$ cat config.mk
export PLATFORM = sky130hd
export DESIGN_NAME = match_sequencer
export DESIGN_NICKNAME = d
export VERILOG_FILES = /design/src/rtl/match_sequencer.sv
export SDC_FILE = /design/constraint.sdc
export NUM_CORES = 1
export LEC_CHECK = 0
export BUFFER_PORTS_ARGS = -buffer_cell sky130_fd_sc_hd__buf_2
export CORE_MARGIN = 3
export CORE_UTILIZATION = 38
export DETAILED_ROUTE_END_ITERATION = 10
export SLEW_MARGIN = 5
export SYNTH_ARGS = -nofsm -noshare
export SYNTH_HDL_FRONTEND = slang
export SYNTH_SLANG_ARGS = --single-unit
$ cat constraint.sdc
create_clock -name clk_i -period 3.5 [get_ports clk_i]
set_clock_uncertainty 0.15 [all_clocks]
set_input_delay 0.35 -clock clk_i [delete_from_list [all_inputs] [get_ports clk_i]]
set_output_delay 0.35 -clock clk_i [all_outputs]
set_load 0.02 [all_outputs]
$ cat src/rtl/match_sequencer.sv
// Pong match controller: IDLE -> SERVE -> RALLY -> POINT ... -> OVER, owns both scores.
// Latency: every output is registered; a sampled input shows up on the outputs one clk later.
// Backpressure: none; frame strobes and goal pulses are consumed in the clk they arrive or dropped.
//
// Ports:
//   clk_i, rst_i (async, active-high)
//   new_frame_i  per-frame strobe        start_i/pause_i  key levels, rising edge acts
//   p_goal_i/e_goal_i  datapath goal pulses
//   ball_freeze_o, ball_recenter_o, paddles_en_o, serve_dir_o  datapath control
//   p_score_o, e_score_o, winner_o, state_o                    score / debug display
module match_sequencer #(
  parameter int M_SCORE_W    = 4,
  parameter int WIN_SCORE    = 5,
  parameter int SERVE_FRAMES = 60,
  parameter int POINT_FRAMES = 30,
  parameter int CNT_W        = 8
) (
  input  logic                 clk_i,
  input  logic                 rst_i,
  input  logic                 new_frame_i,
  input  logic                 start_i,
  input  logic                 pause_i,
  input  logic                 p_goal_i,
  input  logic                 e_goal_i,
  output logic                 ball_freeze_o,
  output logic                 ball_recenter_o,
  output logic                 paddles_en_o,
  output logic                 serve_dir_o,
  output logic [M_SCORE_W-1:0] p_score_o,
  output logic [M_SCORE_W-1:0] e_score_o,
  output logic [1:0]           winner_o,
  output logic [2:0]           state_o
);

  typedef enum logic [2:0] {
    ST_IDLE   = 3'd0,
    ST_SERVE  = 3'd1,
    ST_RALLY  = 3'd2,
    ST_POINT  = 3'd3,
    ST_PAUSED = 3'd4,
    ST_OVER   = 3'd5
  } state_t;

  localparam logic [CNT_W-1:0]     SERVE_LAST = CNT_W'(SERVE_FRAMES - 1);
  localparam logic [CNT_W-1:0]     POINT_LAST = CNT_W'(POINT_FRAMES - 1);
  localparam logic [M_SCORE_W-1:0] WIN_SC     = M_SCORE_W'(WIN_SCORE);

  state_t               state_q, state_d;
  state_t               ret_q, ret_d;
  logic [CNT_W-1:0]     cnt_q, cnt_d;
  logic [M_SCORE_W-1:0] p_score_d, e_score_d;
  logic [M_SCORE_W-1:0] p_inc, e_inc;
  logic                 dir_d;
  logic [1:0]           winner_d;
  logic                 recenter_d;
  logic                 start_q, pause_q;
  logic                 start_edge, pause_edge;

  // Edge registers reset to 1 so a key held through reset does not count as a press.
  assign start_edge = start_i & ~start_q;
  assign pause_edge = pause_i & ~pause_q;

  assign p_inc   = p_score_o + 1'b1;
  assign e_inc   = e_score_o + 1'b1;
  assign state_o = state_q;

  always_comb begin
    state_d    = state_q;
    ret_d      = ret_q;
    cnt_d      = cnt_q;
    p_score_d  = p_score_o;
    e_score_d  = e_score_o;
    dir_d      = serve_dir_o;
    winner_d   = winner_o;
    recenter_d = 1'b0;

    case (state_q)
      ST_IDLE: begin
        if (start_edge) begin
          state_d    = ST_SERVE;
          cnt_d      = '0;
          p_score_d  = '0;
          e_score_d  = '0;
          dir_d      = 1'b0;
          recenter_d = 1'b1;
        end
      end

      ST_SERVE: begin
        // A pause press wins over a simultaneous frame strobe: the count stays put.
        if (pause_edge) begin
          state_d = ST_PAUSED;
          ret_d   = ST_SERVE;
        end else if (new_frame_i) begin
          if (cnt_q == SERVE_LAST) begin
            state_d = ST_RALLY;
            cnt_d   = '0;
          end else begin
            cnt_d = cnt_q + 1'b1;
          end
        end
      end

      ST_RALLY: begin
        // Goals outrank a pause press in the same clk so no point is ever lost;
        // the player goal outranks the enemy goal.
        if (p_goal_i) begin
          p_score_d = p_inc;
          dir_d     = 1'b1;
          cnt_d     = '0;
          if (p_inc == WIN_SC) begin
            state_d  = ST_OVER;
            winner_d = 2'b01;
          end else begin
            state_d = ST_POINT;
          end
        end else if (e_goal_i) begin
          e_score_d = e_inc;
          dir_d     = 1'b0;
          cnt_d     = '0;
          if (e_inc == WIN_SC) begin
            state_d  = ST_OVER;
            winner_d = 2'b10;
          end else begin
            state_d = ST_POINT;
          end
        end else if (pause_edge) begin
          state_d = ST_PAUSED;
          ret_d   = ST_RALLY;
        end
      end

      ST_POINT: begin
        if (new_frame_i) begin
          if (cnt_q == POINT_LAST) begin
            state_d    = ST_SERVE;
            cnt_d      = '0;
            recenter_d = 1'b1;
          end else begin
            cnt_d = cnt_q + 1'b1;
          end
        end
      end

      ST_PAUSED: begin
        // Resume without recentering; the counter keeps the value it had.
        if (pause_edge) begin
          state_d = ret_q;
        end
      end

      ST_OVER: begin
        if (start_edge) begin
          state_d    = ST_SERVE;
          cnt_d      = '0;
          p_score_d  = '0;
          e_score_d  = '0;
          winner_d   = 2'b00;
          dir_d      = 1'b0;
          recenter_d = 1'b1;
        end
      end

      default: begin
        state_d = ST_IDLE;
      end
    endcase
  end

  // Outputs are decoded from the next state so they line up with state_o.
  always_ff @(posedge clk_i or posedge rst_i) begin
    if (rst_i) begin
      state_q         <= ST_IDLE;
      ret_q           <= ST_IDLE;
      cnt_q           <= '0;
      p_score_o       <= '0;
      e_score_o       <= '0;
      serve_dir_o     <= 1'b0;
      winner_o        <= 2'b00;
      ball_freeze_o   <= 1'b1;
      ball_recenter_o <= 1'b0;
      paddles_en_o    <= 1'b0;
      start_q         <= 1'b1;
      pause_q         <= 1'b1;
    end else begin
      state_q         <= state_d;
      ret_q           <= ret_d;
      cnt_q           <= cnt_d;
      p_score_o       <= p_score_d;
      e_score_o       <= e_score_d;
      serve_dir_o     <= dir_d;
      winner_o        <= winner_d;
      ball_freeze_o   <= (state_d != ST_RALLY);
      ball_recenter_o <= recenter_d;
      paddles_en_o    <= (state_d == ST_SERVE) || (state_d == ST_RALLY);
      start_q         <= start_i;
      pause_q         <= pause_i;
    end
  end

endmodule

Word level (Yosys, flattened, before mapping)
Cells that the tools add are included.
{"block": "totals", "register_bits": 30, "input_bits": 7, "out_inout_bits": 17, "wordCells": 105}
{"block": "classes", "add_sub_neg": 3, "n_eq_ne": 26, "n_mux": 47, "bitwise": 4, "reduce_logical": 13}
{"operator": "8-bit 2-to-1 mux", "n": 8}
{"operator": "3-bit 2-to-1 mux", "n": 16}
{"operator": "8-bit case mux with 4 select lines", "n": 1}
{"operator": "2-bit inequality test, second input constant", "n": 10}
{"operator": "4-bit 2-to-1 mux", "n": 4}
{"operator": "4-bit case mux with 2 select lines", "n": 2}
{"operator": "3-bit case mux with 5 select lines", "n": 1}
{"operator": "2-bit 2-to-1 mux", "n": 5}
{"operator": "5-bit AND reduction", "n": 2}
{"operator": "3-bit by 2-bit equality test with 1-bit output, second input constant", "n": 3}
{"operator": "3-bit inequality test, second input constant", "n": 3}
{"operator": "4-bit by 1-bit adder with 4-bit output, second input constant", "n": 2}
{"operator": "8-bit by 1-bit adder with 8-bit output, second input constant", "n": 1}
{"operator": "4-bit by 3-bit equality test with 1-bit output, second input constant", "n": 2}
{"operator": "8-bit by 5-bit equality test with 1-bit output, second input constant", "n": 1}
{"operator": "8-bit by 6-bit equality test with 1-bit output, second input constant", "n": 1}
{"operator": "3-bit by 1-bit equality test with 1-bit output, second input constant", "n": 2}
{"operator": "3-bit equality test, second input constant", "n": 2}
{"operator": "1-bit 2-to-1 mux", "n": 6}
{"operator": "3-bit case mux with 2 select lines", "n": 1}
{"operator": "3-bit AND reduction", "n": 2}
{"operator": "6-bit AND reduction", "n": 1}
{"operator": "2-bit nonzero test", "n": 3}
{"operator": "1-bit case mux with 2 select lines", "n": 2}
{"operator": "other kinds (10)", "n": 12}

Depth between registers and ports, before layout
Gate-level depths: netlist of the first run.
{"block": "logic_depth", "word_depth": 8, "depth_mapped": 8, "depth_no_buf": 8}

Worst setup path after synthesis of the first run
No wires, ideal clock.
{"block": "synth_timing", "path_kind": "reg-to-reg", "start": "register p_score_o[0]", "end": "register paddles_en_o", "setup_ns": 0.077, "arrival_time_ns": 2.013, "required_ns": 3.273, "setup_slack_ns": 1.260, "path_stages_with_launch": 8, "n_path_buf": 0, "path_cell_list": "dfrtp_1 -> ha_1 -> a21oi_1 -> a21boi_0 -> o311ai_1 -> inv_2 -> or4_1 -> a21oi_1"}
{"block": "synth_between", "elab_chain_len": 7, "elab_cells_between_ends": 8, "classes_between": "add/sub (1); eq/ne (3); mux (3); reduce/logical (1)"}
{"element": "start, declared", "line_no": "29", "source": "output logic [M_SCORE_W-1:0] p_score_o,"}
{"element": "start signal, assigned", "line_no": "189", "source": "p_score_o <= p_score_d;"}
{"element": "4-bit by 1-bit adder with 4-bit output (*)", "line_no": "63", "source": "assign p_inc = p_score_o + 1'b1;"}
{"element": "4-bit by 3-bit equality test with 1-bit output (*)", "line_no": "111", "source": "if (p_inc == WIN_SC) begin"}
{"element": "3-bit 2-to-1 mux (*)", "line_no": "111"}
{"element": "3-bit 2-to-1 mux (*)", "line_no": "107", "source": "if (p_goal_i) begin"}
{"element": "3-bit case mux with 5 select lines (*)", "line_no": "77", "source": "case (state_q)"}
{"element": "3-bit by 1-bit equality test with 1-bit output / 3-bit by 2-bit equality test with 1-bit output (equally long branches)", "line_no": "195", "source": "paddles_en_o <= (state_d == ST_SERVE) || (state_d == ST_RALLY);"}
{"element": "1-bit logical OR (*)", "line_no": "195"}
{"element": "end signal, assigned", "line_no": "195"}
{"element": "end, declared", "line_no": "27", "source": "output logic paddles_en_o,"}
Mark *: on every way between the ends. The rest lies on a longest branch, timed or not.
A chain may end at the register's enable or synchronous reset.

Worst setup path after layout of the first run
{"block": "layout_timing", "start": "register cnt_q[0]", "end": "register cnt_q[6]"}
{"block": "layout_between", "elab_chain_len": 5, "elab_cells_between_ends": 9, "classes_between": "add/sub (1); eq/ne (2); mux (6)"}
{"element": "start, declared", "line_no": "50", "source": "logic [CNT_W-1:0] cnt_q, cnt_d;"}
{"element": "start signal, assigned", "line_no": "188", "source": "cnt_q <= cnt_d;"}
{"element": "8-bit by 1-bit adder with 8-bit output / 8-bit by 6-bit equality test with 1-bit output (equally long branches)", "line_no": "99, 140, 95"}
{"element": "8-bit 2-to-1 mux", "line_no": "95", "source": "if (cnt_q == SERVE_LAST) begin"}
{"element": "8-bit 2-to-1 mux", "line_no": "94", "source": "end else if (new_frame_i) begin"}
{"element": "8-bit 2-to-1 mux", "line_no": "91", "source": "if (pause_edge) begin"}
{"element": "8-bit case mux with 4 select lines (*)", "line_no": "77"}
Mark *: on every way between the ends. The rest lies on a longest branch, timed or not. The select of a mux whose other input is x is not followed.

==> metrics.md, run 1 <==
| Metric | Value |
|---|---|
| Status | finished, final reports clean |
| Clock tree sinks | 29 |
| Top post-synthesis cells by area | dfrtp_1, nand2_1, o21ai_0, dfstp_2, ha_1 |
| Crit-path max cell delay | about 530 ps |
| Leakage power | slightly above 0.9 nW |
| Seq cells post-synth | 29 |
| Final #Nets | roughly 240 |
| Design area | ~2000 um2 |
| Root buf cell | clkbuf_8 |
| Post-DP HPWL | approximately 2.6 mm |
| TNS Setup | 0 ps |
| Wire per inst | 13.12 um |
| Share of the synthesized area in the top cell type | 0.3782 |
| Die span in x | 73.29 um |
| RSZ-0062 raised after global routing | no |
| Cell variety after synth | 47 |
| Kind of critical path | register to register |
| Synth Area per Inst | around 8.6 um2 |
| Final min period | ~2500 ps |
| Layout cells sized above 1 | 0.1762 |
| Ant diodes | 0 |
| First-pass GRT wire length | roughly 6.5 mm |
| Iter 0 DRT Violations | slightly above 90 |
| Core Box Area | around 4200 um2 |
| Sequential Area | roughly 730 um2 |
| Yosys top cell by area | dfrtp_1 |
| Total Power | 0.001270 W |
| Critical path fanouts, max | 8 |
| CTS clock-pin slew for the worst setup and hold paths | 70 ps |
| Fmax | around 400 MHz |
| CTS buffer count | 5 |
| Period utilisation layout | 0.7083 |
| Max_cap viols | 0 |
| Pin count of the biggest net entering global routing | 29 |
| Die height | ~73 um |
| Top-level I/O count | 24 |
| CTS Hold Bufs | 0 |
| Gates resized, CTS repair | 0 |
| RePlAce Congestion | around 0.85 |
| Worst-Skew Late Latency | 280 ps |
| Synth Warn # | 0 |
| Die area | 5371 um2 |
| Arr. time, crit path | 2470 ps |
| Pwr/cell area | 646.9 nW/um2 |
| CP Launch Type | register |
| Min-delay worst type | input port to register |
| # fillers | about 380 |
| Slew HR | 0.2925 |
| Remaining global-route overflow | 0 |
| Final worst setup slack | 1021 ps |
| Placed cell area | around 1900 um2 |
| Post-route DRC violation count | 0 |
| CTS tree | built |
| Least-Margin Pin Slew | 1060 ps |
| Async SR Flop Fraction | 1.000 |
| # rows | 23 |
| Top post-synthesis cells by count | dfrtp_1, nand2_1, o21ai_0 |
| Footprint of the multi-input gates | ~910 um2 |
| First-pass detailed-route iteration total | 4 |
| Count leader, synth | dfrtp_1 |
| Post-Synthesis Net Count | 212 |
| Via density | ~5.3 |
| Register area share after synthesis | 0.4240 |
| EDFF count, synth | 0 |
| Initial Utilization | 0.4123 |
| CP max-delay cell | a2bb2oi_1 |
| CP Cell Sequence | ha_1 -> nand2b_1 -> nor4_1 -> a2bb2oi_1 -> or2_1 -> o221ai_1 |
| Antenna violations before repair | 0 |
| Crit. End Element | register |
| Setup violations, final | 0 |
| Total Routing Usage GR | 0.1547 |
| Port-buffer cells | 23 |
| Cell area after synthesis | ~1700 um2 |
| Syn Inst Count | slightly below 200 |
| Total Wirelength | between 3 and 4 mm |
| Max VDD drop | 0.0003596 V |
| Non-filler cells, final | 277 |
| Cell count after placement | between 200 and 300 |
| Vias in the first global route | about 1,400 |
| CTS max path bufs | 2 |
| H-tree Lvls | 2 |
| Final Hold Vio Count | 0 |
| Post-Place Setup Slack | between 1000 and 1500 ps |
| Pins Over Slew Limit | 0 |
| Area grow syn2layout | 14.11% |
| Primary FF master, synth | dfrtp_1 |
| CP required | about 3500 ps |
| Post-route ant nets | 0 |
| Vias after detailed routing | 1,474 |
| # Post-CTS Setup Buffers | 0 |
per-stage QoR:
step,hold slack [ps],util
6_report,30.66,0.4705
3_3_place_gp,330.6,0.4507
3_5_place_dp,330.6,0.4507
2_1_floorplan,204.5,-
5_1_grt,32.08,0.4705
4_1_cts,27.36,0.4705
routing by layer:
layer  wire (um)  GRT usage  part of all wire
met1        1892     0.2266              0.52
met2        1534     0.2145              0.42
met3         147    0.04378             0.040
met4          61    0.05738             0.017
met5           0          0                 0
layout make-up:
type                            instances  share of cell area
Sequential cell                        29              0.3716
Multi-Input combinational cell        152              0.4653
Tap cell                               50             0.03187
Inverter                               14             0.02677
Timing Repair Buffer                   24             0.06246
Clock buffer                            6             0.03697
Clock inverter                          2            0.005099
cells by family (layout without fill, tap and decap cells):
family,count (synthesis),count (layout),share of synthesized area
simple gates,83,83,0.2575
compound gates,61,61,0.2189
flops,29,29,0.4240
buf+inv,18,46,0.04509
fa+ha+maj,6,6,0.04364
xor+xnor,1,1,0.005092
mux,1,1,0.005818
state kept, by name, summed over array words and instances (netlist names):
name and count:
e_score_o 4, start_q 1, pause_q 1, cnt_q 8, winner_o 2, ret_q 2, serve_dir_o 1, state_o 3
ball_freeze_o 1, p_score_o 4, ball_recenter_o 1, paddles_en_o 1
path summary, 6_finish.rpt:
kind / start / endpoint / slack, ps / cells after the start
worst min-delay path: start_i / start_q / 30 / 1
min in group asynchronous: rst_i / cnt_q[5] / 170 / 2
max in group asynchronous: rst_i / ball_freeze_o / 2300 / 3
worst max-delay path: cnt_q[0] / cnt_q[6] / 1020 / 6
worst max register to register: cnt_q[0] / cnt_q[6] / 1020 / 6
worst min register to register: cnt_q[7] / cnt_q[7] / 360 / 1
placed cells by master (no fill, tap or decap), types with 5 or more instances in the layout:
cell	count
nor2_1	13
o21ai_0	17
nand3_1	12
ha_1	6
nand2b_1	6
a21oi_1	12
buf_2	23
dfrtp_1	26
nand2_1	23
inv_1	11
nor2b_1	7
o31ai_1	5
o21ai_1	10
clkbuf_8	5
critical path, delay by kind of cell (launching register included):
kind / cells / cell delay (ps)
DFF: 1 / 430
and+or+nand+nor: 3 / 850
adders and majority gates: 1 / 220
AOI/OAI and AO/OA: 2 / 680
where the power goes:
part           total (W)  internal [W]  switching (W)
registers       0.000498      0.000401      0.0000974
logic           0.000509      0.000197       0.000311
clock network   0.000263      0.000137       0.000126
(Power assumes the default switching activity.)
==> inputs of run 2 (changes only) <==
Clock period 3.5 ns to 2.1 ns, I/O delays scaled along.
==> run 2 against run 1 <==
The run now ends with hold timing, setup timing left. Global-route usage is 1.1 points higher. Count of clock-buffer cells in the layout increased by 2. Cell area rose by 17%. Via count increased by 8.1%. Non-clock buffer count is 33 higher. Clock power is 67% higher. Routed wire length up 11%. Power grew 90%. Hold slack lost 120 ps. Core utilization is 7.9 points higher. Cell count grew 12%. Critical path type unchanged. Highest routed layer unchanged.
==> metrics.md, run 2 (synthesis results as in run 1) <==
| Metric | Value |
|---|---|
| Pin count of the biggest net entering global routing | 30 |
| Final min period | approximately 2200 ps |
| Max reg flops | 8 |
| Max_cap viols | 0 |
| # Post-CTS Setup Buffers | 0 |
| Post-DP HPWL | about 3.0 mm |
| CP required | ~2200 ps |
| Final Hold Vio Count | 1 |
| Die area | between 5000 and 6000 um2 |
| CTS buffer count | 5 |
| Fmax | between 400 and 500 MHz |
| First-pass detailed-route iteration total | 4 |
| RSZ-0062 raised after global routing | yes |
| Min-delay worst type | input port to register |
| Wire per inst | 12.96 um |
| RePlAce Congestion | 0.8286 |
| Die height | between 70 and 80 um |
| CTS max path bufs | 2 |
| Hold Worst Slack | -91.23 ps |
| Final worst setup slack | -69.30 ps |
| Top-level I/O count | 24 |
| Total Wirelength | between 4 and 5 mm |
| H-tree Lvls | 2 |
| First-pass GRT wire length | between 6 and 7 mm |
| Die span in x | between 70 and 80 um |
| Most common cell after layout, fill and taps aside | buf_4 |
| Slew HR | 0.7453 |
| Final #Nets | between 200 and 300 |
| Least-Margin Pin Slew | approximately 380 ps |
| # rows | 23 |
| Setup violations, final | 1 |
| Post-route ant nets | 0 |
| Most frequent cells in the layout | buf_4, dfrtp_1, nand2_1, buf_2, o21ai_0 |
| Root buf cell | clkbuf_8 |
| Kind of critical path | register to register |
| Vias in the first global route | around 1,500 |
| # fillers | around 360 |
| Crit. End Element | register |
| Leakage power | roughly 1.1 nW |
| Initial Utilization | 0.4123 |
| Pwr/cell area | 1054 nW/um2 |
| Failing checks | hold timing, setup timing |
| Iter 0 DRT Violations | 84 |
| Core Box Area | around 4200 um2 |
| Pins Over Slew Limit | 0 |
| Status | complete, but fails checks |
| Area grow syn2layout | 33.16% |
| Port-buffer cells | 23 |
| Antenna violations before repair | 0 |
| Most flops, register | cnt_q |
| Clock tree sinks | 29 |
| Critical path fanouts, max | 3 |
| Worst-Skew Late Latency | 280 ps |
| CTS tree | built |
| Via density | 5.139 |
| Max VDD drop | between 0.0005 and 0.0006 V |
| Total Routing Usage GR | 0.1657 |
| Biggest regs | cnt_q (8), e_score_o (4), p_score_o (4) |
| Layout cells sized above 1 | 0.3077 |
| TNS Setup | -69.30 ps |
| Arr. time, crit path | between 2000 and 2500 ps |
| CTS clock-pin slew for the worst setup and hold paths | 60 ps |
| CP Launch Type | register |
| Remaining global-route overflow | 0 |
| Post-route DRC violation count | 0 |
| CTS Hold Bufs | 2 |
| Period utilisation layout | 1.033 |
| Vias after detailed routing | about 1,600 |
| Total Power | 0.002415 W |
| Ant diodes | 0 |
==> run 2: cell count changes in the layout (fill, tap and decap cells not counted), moves of 2 or more <==
cell,delta
clkbuf_1,+2
buf_4,+31
dfrtp_2,+2
dlygate4sd3_1,+2
dfrtp_1,-2
clkinv_2,-2
==> run 2: worst max-delay path, cell delays in order (launching register included) <==
cell and delay, ps:
dfstp_2 520, and2b_4 190, nor4b_4 210, a21bo_1 230, o311a_1 130, or4_4 530, a21oi_2 130
==> run 2: worst paths after layout <==
check | start | to | slack (ps) | cells past startpoint
min | pause_i | pause_q | -90 | 1
min in group asynchronous | rst_i | cnt_q[1] | 390 | 4
min reg2reg | serve_dir_o | serve_dir_o | 350 | 2
max in group asynchronous | rst_i | start_q | 1110 | 4
max | pause_q | paddles_en_o | -70 | 6
max reg2reg | pause_q | paddles_en_o | -70 | 6
==> run 2: timing repair <==
item                                    in CTS  in global routing
hold endpoints to repair                    28                  1
gates resized for setup                      1                  7
cloned                                       0                  0
pin swaps                                    1                  1
endpoints found under the setup margin       3                 10
==> run 2: report_power, final <==
part           leakage, nW  internal, W  switching (W)  total [W]
Clock               0.0395     0.000235       0.000205   0.000440
Combinational        0.656     0.000548       0.000635    0.00118
Sequential           0.374     0.000669       0.000124   0.000792
Total                 1.07      0.00145       0.000964    0.00242
==> run 2: area by class of cell <==
| cell class | instances | area, um2 | area share |
|---|---|---|---|
| clock buffers | 8 | 80.08 | 0.03495 |
| repair buffers | 57 | 375.4 | 0.1638 |
| multi-input cells | 152 | 988.4 | 0.4315 |
| flip-flops and latches | 29 | 732.0 | 0.3195 |
| inverters | 14 | 52.55 | 0.02294 |
| well taps | 50 | 62.56 | 0.02731 |
==> run 2: routing by layer <==
layer | vias to the layer above | track usage | share of wire
li1 | 832 | - | -
met4 | 0 | 0.07582 | 0.018
met5 | - | 0 | 0
met2 | 30 | 0.2145 | 0.40
met3 | 7 | 0.05335 | 0.050
met1 | 724 | 0.2459 | 0.54
==> run 2: metrics by stage <==
step,utilization,setup slack (ps),area (um2),std cells,hold slack (ps)
after floorplan,-,5.252,1749,199,64.48
after global placement,0.5133,-40.25,2142,300,150.7
after detailed placement,0.5133,-51.26,2142,300,152.6
after CTS,0.5388,-75.05,2248,310,-102.6
after global routing,0.5490,-134.9,2291,310,-107.3
final,0.5490,-69.30,2291,310,-91.23
